**config.mk**
```make
export PLATFORM = sky130hd
export DESIGN_NAME = vram_arbiter
export DESIGN_NICKNAME = d
export VERILOG_FILES = /design/src/rtl/vram_arbiter.sv
export SDC_FILE = /design/constraint.sdc
export NUM_CORES = 1
export LEC_CHECK = 0
export BUFFER_PORTS_ARGS = -buffer_cell sky130_fd_sc_hd__buf_2
export CORE_UTILIZATION = 30
export CTS_BUF_LIST = sky130_fd_sc_hd__clkbuf_4
export DETAILED_ROUTE_END_ITERATION = 12
export PLACE_DENSITY = 0.54
export SLEW_MARGIN = 20
export SYNTH_ARGS = -nofsm -noshare
export SYNTH_HDL_FRONTEND = slang
export SYNTH_SLANG_ARGS = --single-unit
```
**constraint.sdc**
```tcl
create_clock -name vga_clk -period 2.55 [get_ports vga_clk]
set_input_delay 0.255 -clock vga_clk [delete_from_list [all_inputs] [get_ports vga_clk]]
set_output_delay 0.255 -clock vga_clk [all_outputs]
set_load 0.05 [all_outputs]
```
**src/rtl/vram_arbiter.sv**
```systemverilog
// vram_arbiter: single-port VRAM arbiter, scanout reads win every cycle.
// Writer pixels are queued in a small FIFO and drained when scanout is idle.
//
// Ports:
//   vga_clk, rstn              clock, async active-low reset
//   vga_rdn, vga_addr          scanout read request (active-low) and address
//   vga_color                  registered read data, 0 during blanking
//   wr_valid/wr_ready          writer handshake; wr_addr, wr_data carry the pixel
//   mem_addr/mem_we/mem_wdata  VRAM port (combinational)
//   mem_rdata                  VRAM read data, one cycle after the address
//   fifo_count, state          write-FIFO occupancy and FSM state (IDLE/DRAIN/HOLD)
module vram_arbiter #(
   parameter int ADDR_W     = 19,
   parameter int DATA_W     = 12,
   parameter int FIFO_DEPTH = 4
) (
   input  logic                          vga_clk,
   input  logic                          rstn,
   input  logic                          vga_rdn,
   input  logic [ADDR_W-1:0]             vga_addr,
   output logic [DATA_W-1:0]             vga_color,
   input  logic                          wr_valid,
   input  logic [ADDR_W-1:0]             wr_addr,
   input  logic [DATA_W-1:0]             wr_data,
   output logic                          wr_ready,
   output logic [ADDR_W-1:0]             mem_addr,
   output logic                          mem_we,
   output logic [DATA_W-1:0]             mem_wdata,
   input  logic [DATA_W-1:0]             mem_rdata,
   output logic [$clog2(FIFO_DEPTH):0]   fifo_count,
   output logic [1:0]                    state
);

   localparam int PW = $clog2(FIFO_DEPTH);
   localparam int CW = PW + 1;
   localparam logic [CW-1:0] DEPTH_C = CW'(FIFO_DEPTH);

   typedef enum logic [1:0] {
      IDLE  = 2'd0,
      DRAIN = 2'd1,
      HOLD  = 2'd2
   } state_t;

   state_t state_q, state_n;

   logic [ADDR_W-1:0] f_addr [FIFO_DEPTH];
   logic [DATA_W-1:0] f_data [FIFO_DEPTH];
   logic [PW-1:0]     wr_ptr, rd_ptr;
   logic [CW-1:0]     count_n;
   logic              empty, push, pop;
   logic              rd_pend;

   assign empty    = (fifo_count == '0);
   // Ready comes from the registered count only, so a full FIFO
   // refuses a write even in a cycle where it is popping.
   assign wr_ready = (fifo_count < DEPTH_C);
   assign push     = wr_valid & wr_ready;
   // Pop uses the registered count: a write pushed into an empty
   // FIFO is never forwarded to VRAM in the same cycle.
   assign pop      = vga_rdn & ~empty;
   assign state    = state_q;

   always_comb begin
      mem_addr  = '0;
      mem_we    = 1'b0;
      mem_wdata = '0;
      unique case (1'b1)
         !vga_rdn: begin
            mem_addr = vga_addr;
         end
         pop: begin
            mem_addr  = f_addr[rd_ptr];
            mem_wdata = f_data[rd_ptr];
            mem_we    = 1'b1;
         end
         default: ;
      endcase
   end

   always_comb begin
      count_n = fifo_count;
      unique case ({push, pop})
         2'b10:   count_n = fifo_count + CW'(1);
         2'b01:   count_n = fifo_count - CW'(1);
         default: count_n = fifo_count;
      endcase
   end

   always_ff @(posedge vga_clk) begin
      if (push) begin
         f_addr[wr_ptr] <= wr_addr;
         f_data[wr_ptr] <= wr_data;
      end
   end

   // Pointers are PW bits wide, so they wrap modulo FIFO_DEPTH.
   always_ff @(posedge vga_clk or negedge rstn) begin
      if (!rstn) begin
         wr_ptr     <= '0;
         rd_ptr     <= '0;
         fifo_count <= '0;
      end else begin
         if (push) wr_ptr <= wr_ptr + PW'(1);
         if (pop)  rd_ptr <= rd_ptr + PW'(1);
         fifo_count <= count_n;
      end
   end

   // Two-edge read return: the address is registered by the VRAM,
   // then the data is registered here.
   always_ff @(posedge vga_clk or negedge rstn) begin
      if (!rstn) begin
         rd_pend   <= 1'b0;
         vga_color <= '0;
      end else begin
         rd_pend   <= ~vga_rdn;
         vga_color <= rd_pend ? mem_rdata : '0;
      end
   end

   always_ff @(posedge vga_clk or negedge rstn) begin
      if (!rstn) state_q <= IDLE;
      else       state_q <= state_n;
   end

   always_comb begin
      state_n = IDLE;
      if (count_n == '0) state_n = IDLE;
      else if (vga_rdn)  state_n = DRAIN;
      else               state_n = HOLD;
   end

endmodule

```
==> flow_summary.yaml <==
status:
  outcome: "complete, no violations"
logic_synthesis:
  syn_avg_cell_area_um2: 20.94
  ys_seq_area_share_pct: 74.75
  synth_cell_type_count: 25
  synthFlopType: "edfxtp_1"
  ys_top_cells_by_area: "edfxtp_1 (65%), dfrtp_1 (9.6%), mux4_1 (6.9%), mux4_2 (6.3%), and2_1 (3.2%)"
  async_reset_ff_share_pct: 15.07
  synth_seq_cells: 146
  synth_top_area_cell: "edfxtp_1"
  yosys.cell_count.top_type: "edfxtp_1"
  syn-num-nets: 345
  syn-cell-area_mm2: 0.005718
  synth_top_area_share_pct: 65.12
  ys_warn_count: 0
  synthTopCellsByCount: "edfxtp_1 (124), and2_1 (29), dfrtp_1 (22)"
  synth-edff-count: 124
  syn_inst: 273
clock_tree:
  clockRootBuffer: "clkbuf_4"
  clkTransAtPathRegs_ps: 130
  cts-buffers-inserted: 17
  clock_sinks: 146
  cts_tree: "built"
  clk_latency_ps: 530
  cts_htree_levels: 4
  cts_buffer_depth: 2
floorplan:
  dieWidth_um: 140.1
  die_area_mm2: 0.01962
  io_pins: 116
  start_util_pct: 30.57
  die_h_um: 140.1
  core_mm2: 0.01871
  num_rows: 50
layout:
  finalInstanceArea_mm2: 0.007380
  nets: 522
  n_fill_cell: 1749
  drive_gt1_share_pct: 39.31
  diodes: 0
  area_growth_pct: 29.06
placed_design:
  io_buffers: 115
  gp_congestion: 0.6986
  dpl.hpwl_mm: 7.219
  placed_area_mm2: 0.006645
setup_path:
  crit_fanout: 13
  cp.required_ps: 2300
  start_kind: "flip-flop"
  crit_path_end_kind: "output port"
  path_class: "flip-flop to output port"
  cp.arrival_ps: 2200
power_and_ir_drop:
  powerDensity_mw_per_mm2: 998.4
  p_leak_nw: 2.819
  vdd_ir_drop_max_uv: 514.2
grt:
  antenna_found_initial: 1
  track_usage_pct: 12.49
  grt_max_degree: 35
  grt_pass1_vias: 3286
  grt-ovfl-total: 0
  grt_pass1_wl_mm: 17.97
timing:
  grt_setup_unrepaired: "true"
  clock_skew_ps: 24.92
  fmax_ghz: 0.4071
  finalSetupViolations: 0
  hold_viol_final: 0
  min_period_ps: 2456
  min_period_over_period_pct: 96.33
  maxSlewHeadroom_pct: 64.27
  tightest_slew_ps: 536.0
  holdWs_ps: 218.3
  drv_slew: 0
  finalSetupTns_ps: 0
flow_run:
  drv_cap: 0
detailed_routing:
  wl_mm: 11.57
  antenna_left: 0
  detail_route.wl_per_cell_um: 16.59
  drtIter0Drc: 169
  vias_per_cell: 4.495
  num_vias: 3133
  dr.pass1.iters: 4
  route.detailed.drc: 0
worst_hold_path:
  hp-class: "input port to asynchronous set/reset pin"
-- sequential cells by signal, indices dropped and copies added, names as in the netlist --
register,flops
state,2
f_addr,76
rd_ptr,2
wr_ptr,2
rd_pend,1
fifo_count,3
vga_color,12
f_data,48
-- power breakdown --
part / switching, mW / internal, mW / leakage [nW]
Sequential: 0.195 / 3.01 / 1.40
Combinational: 1.73 / 1.12 / 1.30
Clock: 0.816 / 0.485 / 0.125
Total: 2.75 / 4.62 / 2.82
-- per-stage QoR --
stage / total power [mW] / util, % / setup WS (ps) / std cells
5_1_grt: 7.768 / 39.45 / -44.32 / 697
3_5_place_dp: 6.080 / 35.53 / 369.4 / 618
6_report: 7.368 / 39.45 / 93.56 / 697
3_3_place_gp: 6.026 / 35.53 / 385.1 / 618
2_1_floorplan: 5.332 / - / 102.5 / 273
4_1_cts: 7.500 / 39.43 / 2.238 / 697
-- layout by cell type, fill, tap and decap left out, types with 5 or more instances in the layout --
master	count
clkbuf_4	20
and2_1	25
buf_12	7
buf_2	113
ha_1	5
mux4_2	17
edfxtp_1	124
buf_4	5
a22o_1	19
mux4_1	14
dfrtp_1	17
inv_1	9
dlygate4sd3_1	45
-- worst max-delay path, stage by stage, from the launching register on --
cell and delay, ps:
dfrtp_4 530, buf_12 190, mux4_1 570, and2_1 180, buf_2 200
-- cell type report --
type                            instances  area, µm²  share of cell area [%]
Tap cell                              234      292.8                   3.967
Timing Repair Buffer                  172       1209                   16.38
Inverter                                9      33.78                  0.4578
Sequential cell                       146       4285                   58.07
Multi-Input combinational cell        104       1309                   17.73
Clock buffer                           18      135.1                   1.831
Clock inverter                         14      115.1                   1.560
-- metal layers --
layer	share of wire (%)	vias to the layer above	track usage (%)
li1	-	1459	-
met1	44	1560	15.29
met2	49	101	20.92
met3	5.0	11	3.829
met4	1.1	2	4.338
met5	0.11	-	0
-- cells by family (layout without fill, tap and decap cells) --
group	Yosys count	count (layout)	synth area share (%)
AO/OA/AOI/OAI	25	25	3.611
XOR/XNOR	5	5	0.7658
adder cells (fa/ha/maj)	6	6	1.444
buffers and inverters	23	213	2.407
flip-flops	146	146	74.75
multiplexers	31	31	13.19
AND/OR/NAND/NOR	37	37	3.829
-- repair_timing --
item | CTS | global route
endpoints found under the setup margin | 31 | 26
hold endpoints to repair | 160 | 0
gates resized for setup | 1 | 4
hold buffers | 45 | 0
buffers inserted | 2 | 0
-- final timing paths --
kind	start	endpoint	slack, ps	cells past startpoint
worst max-delay path	rd_ptr[0]	mem_wdata[10]	90	4
worst min-delay path	rstn	vga_color[5]	220	2
worst max register to register	fifo_count[2]	state[0]	540	7
worst min register to register	fifo_count[0]	fifo_count[0]	550	1
max in group asynchronous	rstn	rd_ptr[0]	1920	2
min in group vga_clk	wr_valid	wr_ptr[0]	300	4
Power figures use the tool's default switching activity.
